$ cat src/rtl/access_pkg.sv
// Shared definitions for the sequential access arbiter: FSM encoding,
// user codes, level decode, permission lookup and 7-segment glyphs.
package access_pkg;

    localparam int LEVEL_W = 2;

    typedef logic [LEVEL_W-1:0] level_t;
    typedef logic [4:0]         glyph_t;

    localparam logic [1:0] ST_IDLE  = 2'd0;
    localparam logic [1:0] ST_GRANT = 2'd1;
    localparam logic [1:0] ST_AUTO  = 2'd2;

    localparam logic [2:0] UCODE_L1 = 3'b001;
    localparam logic [2:0] UCODE_L2 = 3'b010;
    localparam logic [2:0] UCODE_L3 = 3'b100;

    // Glyph codes 0..15 are the hex digits themselves
    localparam glyph_t GLY_U     = 5'd16;
    localparam glyph_t GLY_F     = 5'd17;
    localparam glyph_t GLY_A     = 5'd18;
    localparam glyph_t GLY_T     = 5'd19;
    localparam glyph_t GLY_O     = 5'd20;
    localparam glyph_t GLY_DASH  = 5'd21;
    localparam glyph_t GLY_BLANK = 5'd22;

    function automatic level_t levelOf(input logic [2:0] code);
        case (code)
            UCODE_L1: return 2'd1;
            UCODE_L2: return 2'd2;
            UCODE_L3: return 2'd3;
            default:  return 2'd0;
        endcase
    endfunction

    function automatic logic isPermitted(input logic [23:0] mask, input level_t lvl,
                                         input logic [2:0] fn);
        logic [7:0] row;
        case (lvl)
            2'd1:    row = mask[7:0];
            2'd2:    row = mask[15:8];
            2'd3:    row = mask[23:16];
            default: row = 8'h00;
        endcase
        return row[fn];
    endfunction

    // Segment order is {a,b,c,d,e,f,g}; patterns are inverted for active-low drive
    function automatic logic [6:0] glyphToSeg(input glyph_t g);
        logic [6:0] lit;
        case (g)
            5'd0:    lit = 7'h7E;
            5'd1:    lit = 7'h30;
            5'd2:    lit = 7'h6D;
            5'd3:    lit = 7'h79;
            5'd4:    lit = 7'h33;
            5'd5:    lit = 7'h5B;
            5'd6:    lit = 7'h5F;
            5'd7:    lit = 7'h70;
            5'd8:    lit = 7'h7F;
            5'd9:    lit = 7'h7B;
            5'd10:   lit = 7'h77;
            5'd11:   lit = 7'h1F;
            5'd12:   lit = 7'h4E;
            5'd13:   lit = 7'h3D;
            5'd14:   lit = 7'h4F;
            5'd15:   lit = 7'h47;
            GLY_U:   lit = 7'h3E;
            GLY_F:   lit = 7'h47;
            GLY_A:   lit = 7'h77;
            GLY_T:   lit = 7'h0F;
            GLY_O:   lit = 7'h1D;
            GLY_DASH:  lit = 7'h01;
            GLY_BLANK: lit = 7'h00;
            default: lit = 7'h00;
        endcase
        return ~lit;
    endfunction

endpackage

$ cat src/rtl/seg_scan_driver.sv
// Time-multiplexed driver for a 4-digit common-anode 7-segment display.
// Segment, digit and DP outputs are registered together so they never skew.
module seg_scan_driver
    import access_pkg::*;
#(
    parameter int SCAN_DIV = 2500
) (
    input  logic       i_clk,
    input  logic       i_rst,
    input  glyph_t     i_glyph3,
    input  glyph_t     i_glyph2,
    input  glyph_t     i_glyph1,
    input  glyph_t     i_glyph0,
    input  logic [3:0] i_dpMask,
    output logic [6:0] o_seg,
    output logic [3:0] o_dig,
    output logic       o_dp
);

    localparam int PW = (SCAN_DIV > 1) ? $clog2(SCAN_DIV) : 1;
    localparam logic [PW-1:0] PRE_LAST = PW'(SCAN_DIV - 1);

    logic [PW-1:0] r_pre;
    logic [1:0]    r_digIdx;
    logic [6:0]    r_seg;
    logic [3:0]    r_dig;
    logic          r_dp;

    logic          w_wrap;
    logic [1:0]    w_digIdxNext;
    glyph_t        w_glyph;

    assign w_wrap       = (r_pre == PRE_LAST);
    assign w_digIdxNext = w_wrap ? r_digIdx + 2'd1 : r_digIdx;

    always_comb begin
        case (w_digIdxNext)
            2'd0:    w_glyph = i_glyph0;
            2'd1:    w_glyph = i_glyph1;
            2'd2:    w_glyph = i_glyph2;
            default: w_glyph = i_glyph3;
        endcase
    end

    // Outputs follow the digit index that will be current after this edge
    always_ff @(posedge i_clk or posedge i_rst) begin
        if (i_rst) begin
            r_pre    <= '0;
            r_digIdx <= 2'd0;
            r_seg    <= 7'h7F;
            r_dig    <= 4'b1110;
            r_dp     <= 1'b1;
        end else begin
            r_pre    <= w_wrap ? '0 : r_pre + 1'b1;
            r_digIdx <= w_digIdxNext;
            r_seg    <= glyphToSeg(w_glyph);
            r_dig    <= ~(4'b0001 << w_digIdxNext);
            r_dp     <= ~i_dpMask[w_digIdxNext];
        end
    end

    assign o_seg = r_seg;
    assign o_dig = r_dig;
    assign o_dp  = r_dp;

endmodule

$ cat src/rtl/seq_access_arbiter.sv
// N-user vehicle access arbiter: validates user codes, checks per-level
// function permissions and grants one function at a time with a minimum hold.
module seq_access_arbiter
    import access_pkg::*;
#(
    parameter int          N_USERS      = 4,
    parameter int          HOLD_CYCLES  = 1000,
    parameter int          AUTO_TIMEOUT = 5000,
    parameter int          SCAN_DIV     = 2500,
    parameter logic [23:0] PERM_MASK    = 24'hFE1E06
) (
    input  logic                   CLK,
    input  logic                   RST,
    input  logic [3*N_USERS-1:0]   U,
    input  logic [3*N_USERS-1:0]   F,
    output logic [N_USERS-1:0]     GRANT,
    output logic [2:0]             ACT_FUNC,
    output logic [N_USERS-1:0]     DENIED,
    output logic [2:0]             LED_RGB,
    output logic [6:0]             SEG,
    output logic [3:0]             DIG,
    output logic                   DP
);

    localparam int IDX_W  = $clog2(N_USERS);
    localparam int HOLD_W = $clog2(HOLD_CYCLES + 1);
    localparam int TMO_W  = $clog2(AUTO_TIMEOUT + 1);

    localparam logic [IDX_W-1:0]  IDX_LAST  = IDX_W'(N_USERS - 1);
    localparam logic [HOLD_W-1:0] HOLD_LAST = HOLD_W'(HOLD_CYCLES - 1);
    localparam logic [TMO_W-1:0]  TMO_MAX   = TMO_W'(AUTO_TIMEOUT);
    localparam logic [TMO_W-1:0]  TMO_LAST  = TMO_W'(AUTO_TIMEOUT - 1);

    logic [3*N_USERS-1:0] r_u;
    logic [3*N_USERS-1:0] r_f;
    logic [1:0]           r_state;
    logic [IDX_W-1:0]     r_winner;
    logic [IDX_W-1:0]     r_rrPtr;
    logic [HOLD_W-1:0]    r_holdCnt;
    logic [2:0]           r_actFunc;
    logic [TMO_W-1:0]     r_tmoCnt;
    logic [N_USERS-1:0]   r_denyPrev;
    logic [N_USERS-1:0]   r_denied;

    logic [1:0]           w_stateNext;
    logic [IDX_W-1:0]     w_winnerNext;
    logic [IDX_W-1:0]     w_rrPtrNext;
    logic [HOLD_W-1:0]    w_holdNext;
    logic [2:0]           w_actNext;

    level_t               w_level [N_USERS];
    logic [2:0]           w_func  [N_USERS];
    logic [N_USERS-1:0]   w_valid;
    logic [N_USERS-1:0]   w_elig;
    logic [N_USERS-1:0]   w_deny;
    logic [N_USERS-1:0]   w_cand;
    level_t               w_maxLevel;
    logic [IDX_W-1:0]     w_win;
    logic [IDX_W-1:0]     w_winExp;
    logic [IDX_W-1:0]     w_rrExp;
    logic                 w_anyValid;
    logic                 w_anyElig;
    logic                 w_tmoHit;
    logic                 w_expire;

    glyph_t               w_glyph3;
    glyph_t               w_glyph2;
    glyph_t               w_glyph1;
    glyph_t               w_glyph0;
    logic [3:0]           w_dpMask;

    // First candidate at or after 'start', wrapping modulo N_USERS
    function automatic logic [IDX_W-1:0] pickWinner(input logic [N_USERS-1:0] cand,
                                                    input logic [IDX_W-1:0] start);
        logic [IDX_W-1:0] idx;
        logic [IDX_W-1:0] res;
        logic             found;
        idx   = start;
        res   = start;
        found = 1'b0;
        for (int k = 0; k < N_USERS; k++) begin
            if (!found && cand[idx]) begin
                res   = idx;
                found = 1'b1;
            end
            idx = (idx == IDX_LAST) ? '0 : idx + 1'b1;
        end
        return res;
    endfunction

    for (genvar gi = 0; gi < N_USERS; gi++) begin : g_chan
        assign w_level[gi] = levelOf(r_u[3*gi +: 3]);
        assign w_func[gi]  = r_f[3*gi +: 3];
        assign w_valid[gi] = (w_level[gi] != 2'd0);
        assign w_elig[gi]  = w_valid[gi] && (w_func[gi] != 3'd0)
                             && isPermitted(PERM_MASK, w_level[gi], w_func[gi]);
        assign w_deny[gi]  = w_valid[gi] && (w_func[gi] != 3'd0)
                             && !isPermitted(PERM_MASK, w_level[gi], w_func[gi]);
        assign w_cand[gi]  = w_elig[gi] && (w_level[gi] == w_maxLevel);
    end

    always_comb begin
        w_maxLevel = 2'd0;
        for (int i = 0; i < N_USERS; i++) begin
            if (w_elig[i] && (w_level[i] > w_maxLevel)) begin
                w_maxLevel = w_level[i];
            end
        end
    end

    assign w_anyValid = |w_valid;
    assign w_anyElig  = |w_elig;
    assign w_tmoHit   = !w_anyValid && (r_tmoCnt >= TMO_LAST);
    assign w_expire   = (r_holdCnt == HOLD_LAST);
    assign w_rrExp    = (r_winner == IDX_LAST) ? '0 : r_winner + 1'b1;
    assign w_win      = pickWinner(w_cand, r_rrPtr);
    assign w_winExp   = pickWinner(w_cand, w_rrExp);

    // Withdrawal, then preemption, then hold expiry, then in-place F update
    always_comb begin
        w_stateNext  = r_state;
        w_winnerNext = r_winner;
        w_rrPtrNext  = r_rrPtr;
        w_holdNext   = r_holdCnt;
        w_actNext    = r_actFunc;
        case (r_state)
            ST_IDLE: begin
                if (w_anyElig) begin
                    w_stateNext  = ST_GRANT;
                    w_winnerNext = w_win;
                    w_holdNext   = '0;
                    w_actNext    = w_func[w_win];
                end else if (w_tmoHit) begin
                    w_stateNext = ST_AUTO;
                end
            end
            ST_GRANT: begin
                if (!w_elig[r_winner]) begin
                    w_holdNext = '0;
                    if (w_anyElig) begin
                        w_winnerNext = w_win;
                        w_actNext    = w_func[w_win];
                    end else begin
                        w_stateNext = ST_IDLE;
                        w_actNext   = 3'd0;
                    end
                end else if (w_maxLevel > w_level[r_winner]) begin
                    w_winnerNext = w_win;
                    w_holdNext   = '0;
                    w_actNext    = w_func[w_win];
                end else if (w_expire) begin
                    w_rrPtrNext  = w_rrExp;
                    w_winnerNext = w_winExp;
                    w_holdNext   = '0;
                    w_actNext    = w_func[w_winExp];
                end else begin
                    w_holdNext = r_holdCnt + 1'b1;
                    w_actNext  = w_func[r_winner];
                end
            end
            ST_AUTO: begin
                if (w_anyValid) begin
                    w_stateNext = ST_IDLE;
                end
            end
            default: begin
                w_stateNext = ST_IDLE;
            end
        endcase
    end

    always_ff @(posedge CLK or posedge RST) begin
        if (RST) begin
            r_u        <= '0;
            r_f        <= '0;
            r_state    <= ST_IDLE;
            r_winner   <= '0;
            r_rrPtr    <= '0;
            r_holdCnt  <= '0;
            r_actFunc  <= 3'd0;
            r_tmoCnt   <= '0;
            r_denyPrev <= '0;
            r_denied   <= '0;
        end else begin
            r_u        <= U;
            r_f        <= F;
            r_state    <= w_stateNext;
            r_winner   <= w_winnerNext;
            r_rrPtr    <= w_rrPtrNext;
            r_holdCnt  <= w_holdNext;
            r_actFunc  <= w_actNext;
            r_denyPrev <= w_deny;
            r_denied   <= w_deny & ~r_denyPrev;
            if (w_anyValid) begin
                r_tmoCnt <= '0;
            end else if (r_tmoCnt != TMO_MAX) begin
                r_tmoCnt <= r_tmoCnt + 1'b1;
            end
        end
    end

    assign GRANT    = (r_state == ST_GRANT) ? ({{(N_USERS-1){1'b0}}, 1'b1} << r_winner) : '0;
    assign ACT_FUNC = (r_state == ST_GRANT) ? r_actFunc : 3'd0;
    assign DENIED   = r_denied;

    always_comb begin
        case (r_state)
            ST_GRANT: LED_RGB = 3'b010;
            ST_AUTO:  LED_RGB = 3'b100;
            default:  LED_RGB = 3'b001;
        endcase
    end

    always_comb begin
        w_glyph3 = GLY_DASH;
        w_glyph2 = GLY_DASH;
        w_glyph1 = GLY_DASH;
        w_glyph0 = GLY_DASH;
        w_dpMask = 4'b0000;
        case (r_state)
            ST_GRANT: begin
                w_glyph3 = GLY_U;
                w_glyph2 = 5'(r_winner);
                w_glyph1 = GLY_F;
                w_glyph0 = {2'b00, r_actFunc};
            end
            ST_AUTO: begin
                w_glyph3 = GLY_A;
                w_glyph2 = GLY_U;
                w_glyph1 = GLY_T;
                w_glyph0 = GLY_O;
                w_dpMask = 4'b0001;
            end
            default: begin
            end
        endcase
    end

    seg_scan_driver #(
        .SCAN_DIV (SCAN_DIV)
    ) u_scan (
        .i_clk    (CLK),
        .i_rst    (RST),
        .i_glyph3 (w_glyph3),
        .i_glyph2 (w_glyph2),
        .i_glyph1 (w_glyph1),
        .i_glyph0 (w_glyph0),
        .i_dpMask (w_dpMask),
        .o_seg    (SEG),
        .o_dig    (DIG),
        .o_dp     (DP)
    );

endmodule

$ cat config.mk
export PLATFORM = sky130hd
export DESIGN_NAME = seq_access_arbiter
export DESIGN_NICKNAME = d
export VERILOG_FILES = /design/src/rtl/access_pkg.sv /design/src/rtl/seg_scan_driver.sv /design/src/rtl/seq_access_arbiter.sv
export SDC_FILE = /design/constraint.sdc
export NUM_CORES = 1
export LEC_CHECK = 0
export BUFFER_PORTS_ARGS = -buffer_cell sky130_fd_sc_hd__buf_2
export CAP_MARGIN = 20
export CORE_AREA = 4 4 104 106
export DETAILED_ROUTE_END_ITERATION = 8
export DIE_AREA = 0 0 108 110
export PLACE_DENSITY = 0.88
export SLEW_MARGIN = 0
export SYNTH_ARGS = -nofsm -noshare
export SYNTH_HDL_FRONTEND = slang
export SYNTH_SLANG_ARGS = --single-unit
$ cat constraint.sdc
create_clock -name CLK -period 8.6 [get_ports CLK]
set_input_delay 0.43 -clock CLK [delete_from_list [all_inputs] [get_ports CLK]]
set_output_delay 0.43 -clock CLK [all_outputs]
set_load 0.05 [all_outputs]
# After elaboration in Yosys (flattened, before gate mapping)
# Memory sizes are Yosys's and may differ from the RTL's.
# Index checks and enable logic that the tools add are counted.
dict set report op_classes {
  addsub 11
  magnitude_cmp 23
  eq_ne 48
  n_shift 2
  muxes 106
  bitwise_logic 9
  n_reduce_logical 56
}
# cell n
set ops {}
lappend ops {{$pmux 8 s3} 4}
lappend ops {{$mux 2} 29}
lappend ops {{$mux 10} 4}
lappend ops {{$mux 3} 12}
lappend ops {{$eq 2x2->1 const B} 17}
lappend ops {{$lt 2x3->1 const B} 10}
lappend ops {{$pmux 2 s3} 5}
lappend ops {{$logic_and 1x1->1} 27}
lappend ops {{$mux 13} 2}
lappend ops {{$pmux 3 s2} 4}
lappend ops {{$mux 1} 21}
lappend ops {{$bmux 1 s2} 10}
lappend ops {{$pmux 10 s2} 1}
lappend ops {{$pmux 5 s2} 2}
lappend ops {{$bmux 3 s2} 3}
lappend ops {{$add 2x1->2 const B} 8}
lappend ops {{$lt 3x4->1 const B} 4}
lappend ops {{$pmux 5 s3} 1}
lappend ops {{$add 13x1->13 const B} 1}
lappend ops {{$ge 13x13->1 const B} 1}
lappend ops {{$ne 13x13->1 const B} 1}
lappend ops {{$add 12x1->12 const B} 1}
lappend ops {{$bmux 1 s3} 4}
lappend ops {{$eq 12x12->1 const B} 1}
lappend ops {{30 further kinds} 82}
dict set report totals {
  register_bits 90
  rom_bits 224
  in_bits 26
  word_cells 271
  mem_count 1
}
# memory words word_bits read_ports rd_ports_with_merged_regs write_ports line
set mem_list {}
lappend mem_list {{(no name shown)} 32 7 1 0 0 access_pkg.sv:51} ;# case (g)

# Longest topological paths before layout
dict set report logic_depth {
  ltp_word 40
  mapped_depth 37
  depth_no_buf 35
}

# Hierarchy
# Synthesis repeated with hierarchy kept, for this count alone.
dict set report unflattened {
  cells_unflattened 682
  hier_area_um2 6406.1
}
# module n_inst cells_each area_per_inst_um2 seq_area_each_um2
set modules_own_cells {}
lappend modules_own_cells {seq_access_arbiter 1 516 4619.4 1601.5}
lappend modules_own_cells {seg_scan_driver 1 166 1786.7 664.4}

# Least setup slack after synthesis
# Ideal clock, no wire load.
dict set report synth_timing {
  path_type {reg-to-reg}
  start {register r_f[1]}
  end {register r_actFunc[0]}
  arrival_time_ps 6768
  path_slack_ps 1706
  path_stages_with_launch 32
  n_path_buf 1
  path_cell_list {dfrtp_1 clkbuf_2 a211o_1 a2111oi_2 ha_1 nand2_1 o21ai_0 a2111oi_0 a21oi_2 bufinv_8 ha_1 nor2_1 o41ai_1 a311o_2 a211o_4 a21boi_4 inv_1 ha_1 nor2b_1 o21ai_0 a21oi_4 a2111oi_2 or3_1 a211oi_1 mux2i_1 o21ai_0 o21ai_2 o2111ai_2 a21oi_4 mux2i_1 mux2i_1 o311a_1}
}
dict set report synth_between {
  elab_chain_len 36
  word_cells_on_any_way 84
  cone_classes {4 x order compare; 5 x eq/ne; 48 x mux; 2 x bitwise; 25 x reduce/logical}
}
# item line
set synth_lines {}
lappend synth_lines {{start, declared} seq_access_arbiter.sv:35} ;# logic [3*N_USERS-1:0] r_f;
lappend synth_lines {{start signal, assigned} seq_access_arbiter.sv:175} ;# r_f <= '0;
lappend synth_lines {{start signal, assigned} seq_access_arbiter.sv:186} ;# r_f <= F;
lappend synth_lines {{$bmux 1 s3 or $reduce_bool 3->1 (tied branches)} {access_pkg.sv:45, seq_access_arbiter.sv:95}}
lappend synth_lines {{$mux 1 (implied by the code) or $logic_and 1x1->1 (tied branches)} {access_pkg.sv:45, seq_access_arbiter.sv:95}}
lappend synth_lines {{$logic_and 1x1->1 (*)} seq_access_arbiter.sv:96} ;# && isPermitted(PERM_MASK, w_level[gi], w_func[gi]);
lappend synth_lines {{$logic_and 1x1->1} seq_access_arbiter.sv:105} ;# if (w_elig[i] && (w_level[i] > w_maxLevel)) begin
lappend synth_lines {{$mux 2} seq_access_arbiter.sv:105}
lappend synth_lines {{$gt 2x2->1} seq_access_arbiter.sv:105}
lappend synth_lines {{$logic_and 1x1->1} seq_access_arbiter.sv:105}
lappend synth_lines {{$mux 2} seq_access_arbiter.sv:105}
lappend synth_lines {{(+19 left out)} n/a}
lappend synth_lines {{$mux 2} seq_access_arbiter.sv:82} ;# if (!found && cand[idx]) begin
lappend synth_lines {{$not 2->3 (implied by the code)} seq_access_arbiter.sv:155} ;# w_actNext = w_func[w_winExp];
lappend synth_lines {{$bmux 3 s2} seq_access_arbiter.sv:155}
lappend synth_lines {{$mux 3 (implied by the code) (2 in a row)} seq_access_arbiter.sv:155}
lappend synth_lines {{$mux 3} seq_access_arbiter.sv:151} ;# end else if (w_expire) begin
lappend synth_lines {{$mux 3} seq_access_arbiter.sv:147} ;# end else if (w_maxLevel > w_level[r_winner]) begin
lappend synth_lines {{$mux 3} seq_access_arbiter.sv:138} ;# if (!w_elig[r_winner]) begin
lappend synth_lines {{$pmux 3 s2} seq_access_arbiter.sv:126} ;# case (r_state)
lappend synth_lines {{end signal, assigned} seq_access_arbiter.sv:191} ;# r_actFunc <= w_actNext;
lappend synth_lines {{end, declared} seq_access_arbiter.sv:40} ;# logic [2:0] r_actFunc;
# Every way passes the cells marked *; elsewhere a longest branch is shown, timed or not. The select of a mux whose other input is x is not followed.
# A chain may end at the register's enable or synchronous reset.

# Final worst setup path
# Ends and elaborated chain as after synthesis.

==> out/summary.txt <==
Final Hold Violating Endpoints -> 0
Initial antenna violation count -> 0
Most frequent cells in the layout -> 79 x dfrtp_1, 76 x nor2_1, 52 x buf_2
Max cap viols -> 0
Synth area leader -> dfrtp_1
#FFs+latches synth -> 90
Core ar. -> 9770 um^2
Min cycle time layout -> 8.02 ns
Die area -> 11,900 um^2
Uppermost layer routed -> met4
Share of the synthesized area in the top cell type -> 0.342
Worst min path class -> in -> reg
Total GRT Usage -> 0.225
Top cells by area, synth -> dfrtp_1 34%, ha_1 5.6%, dfstp_2 5.0%, nor2_1 4.9%, mux2i_1 3.3%
Htree depth -> 3
Critical path arrival -> 8.28 ns
Worst vdd ir -> 0.144 mV
# DRC -> 0
TritonCTS Buffers -> 9
Worst-Skew Late Latency -> 0.37 ns
Slowest-stage cell, CP -> a2111oi_0
Critical Path Sink Type -> flip-flop
DP HPWL -> 9390 um
Post_cts resized -> 0
Setup violators final -> 0
Syn Inst Count -> 606
CTS tree -> done
Top_reg_cell synth -> dfrtp_1
Clk_skew -> 0.0131 ns
CP Launch Type -> flip-flop
Setup ws final -> 0.582 ns
DR WL met3 -> 675 um
Power per cell area -> 239 nW/um^2
Post CTS Setup Buffer Count -> 0
Syn avg cell area -> 9.54 um^2
I/O Buffers -> 51
Area Overhead vs Synth -> 10.0%
Sequential share of the synthesized area -> 0.392
Required @ worst endpoint -> 8.86 ns
Number of clock sinks -> 90
Metal-1 WL -> 5660 um
Worst setup path category -> reg -> reg
Worst-path fanout max -> 8
Cts hold-fix bufs -> 0
Max stage delay on crit path -> 0.69 ns
Router iterations before antenna repair -> 5
Fill count -> 754
Yosys cell types -> 88
Largest net degree at the start of global routing -> 91
Asr flop ratio synth -> 1.00
Slew Viols, Final -> 0
DRT iter0 DRCs -> 377
Ant diodes -> 0
Clock Path Buffers -> 2
Height of the chip -> 110 um
Final Cycle Share -> 0.932
Fin nets -> 711
DP Worst Slack -> 0.709 ns
Number of synthesized flops with an enable pin -> 0
Yosys warns -> 0
Syn nets -> 658
CTS root buf -> clkbuf_8
Vias -> 4,712
Mapped Area -> 5780 um^2
TNS Setup -> 0 ns
Fmax -> 125 MHz
Layout cells sized above 1 -> 0.202
Commonest non-fill, non-tap cell in the layout -> dfrtp_1
RSZ-0062 raised after global routing -> false
Total congestion overflow -> 0
Status -> complete, no violations
Routability cong. -> 0.955
Drt wl/cell -> 16.1 um
Via-to-Cell Ratio -> 5.91
Met2 wire length -> 6250 um
Final hold slack -> 0.157 ns
CTS clk-pin slew, worst paths -> 0.09 ns
First-pass GRT wire length -> 21,300 um
Number of antenna-violating nets in the routed design -> 0
I/O pin cnt -> 52
Worst Tran Pin Value -> 0.698 ns
Routed WL -> 12,800 um
Row cnt -> 36
Chip width -> 108 um
Leak pwr -> 2.76 nW
Slew margin rel. -> 0.522
Vias in the first global route -> 4,544
Starting Density -> 0.592
[cell usage after synthesis, types with 9 or more instances]
master	count
a21oi_1	29
ha_1	26
mux2i_1	19
o21ai_0	22
xor2_1	19
nand2b_1	18
and2_1	10
xnor2_1	21
nor2_1	76
dfstp_2	11
inv_1	28
nor2b_1	13
dfrtp_1	79
nand2_1	47
nand3_1	25
nor3_1	13
a211oi_1	9
[worst paths after layout]
kind	from	end	depth (start not counted)	slack (ns)
setup / recovery	r_f[1]	r_actFunc[0]	30	0.58
hold / removal	U[10]	r_u[10]	1	0.16
setup reg to reg	r_f[1]	r_actFunc[0]	30	0.58
hold reg to reg	r_denyPrev[3]	DENIED[3]	1	0.40
max in group asynchronous	RST	r_u[0]	4	7.77
min in group asynchronous	RST	r_tmoCnt[2]	3	0.20
[layout make-up]
cell class / instances / area, um^2 / share of cell area
Clock buffer: 12 / 135 / 0.0212
Inverter: 29 / 124 / 0.0195
Multi-Input combinational cell: 471 / 3300 / 0.519
Clock inverter: 4 / 51.3 / 0.00806
Timing Repair Buffer: 58 / 318 / 0.0499
Sequential cell: 90 / 2270 / 0.356
Tap cell: 133 / 166 / 0.0262
[stage by stage]
stage	cell area, um^2	util	cells	total power [mW]
global placement	6150	0.629	779	1.21
detailed placement	6150	0.629	779	1.23
floorplan	5780	-	606	1.09
global route	6360	0.651	797	1.62
CTS	6340	0.648	795	1.52
finish	6360	0.651	797	1.52
[kinds of logic (layout without fill, tap and decap cells)]
kind of cell | Yosys count | after routing | share of synthesized area
buf+inv | 45 | 103 | 0.0370
fa+ha+maj | 26 | 26 | 0.0563
simple gates | 250 | 250 | 0.219
compound gates | 123 | 123 | 0.166
flops | 90 | 90 | 0.392
mux | 32 | 32 | 0.0692
xor+xnor | 40 | 40 | 0.0606
[metal layers]
layer / GRT usage / vias to the layer above
li1: - / 2265
met1: 0.297 / 2264
met2: 0.370 / 161
met3: 0.0402 / 22
met4: 0.0884 / 0
met5: 0 / -
[sequential cells by signal, summed over array words and instances, names as in the netlist]
register	flops
r_tmoCnt	13
r_f	12
r_u	12
u_scan.r_pre	12
r_holdCnt	10
u_scan.o_seg	7
DENIED	4
r_denyPrev	4
u_scan.o_dig	4
r_actFunc	3
r_rrPtr	2
r_state	2
r_winner	2
u_scan.r_digIdx	2
u_scan.o_dp	1
[report_power, final]
group          internal, mW  switching [mW]  leakage [nW]
clock                 0.135           0.150        0.0910
combinational         0.251           0.450          1.53
sequential            0.478          0.0575          1.13
total                 0.865           0.657          2.76
[worst max-delay path: cells and delay by family (launching register included)]
kind | cells | cell delay (ns)
AO/OA/AOI/OAI | 18 | 5.28
adder cells (fa/ha/maj) | 3 | 0.68
buffers and inverters | 2 | 0.29
flip-flops | 1 | 0.45
multiplexers | 3 | 0.76
AND/OR/NAND/NOR | 4 | 0.44
Note: power is estimated with default switching activity, not from simulation.
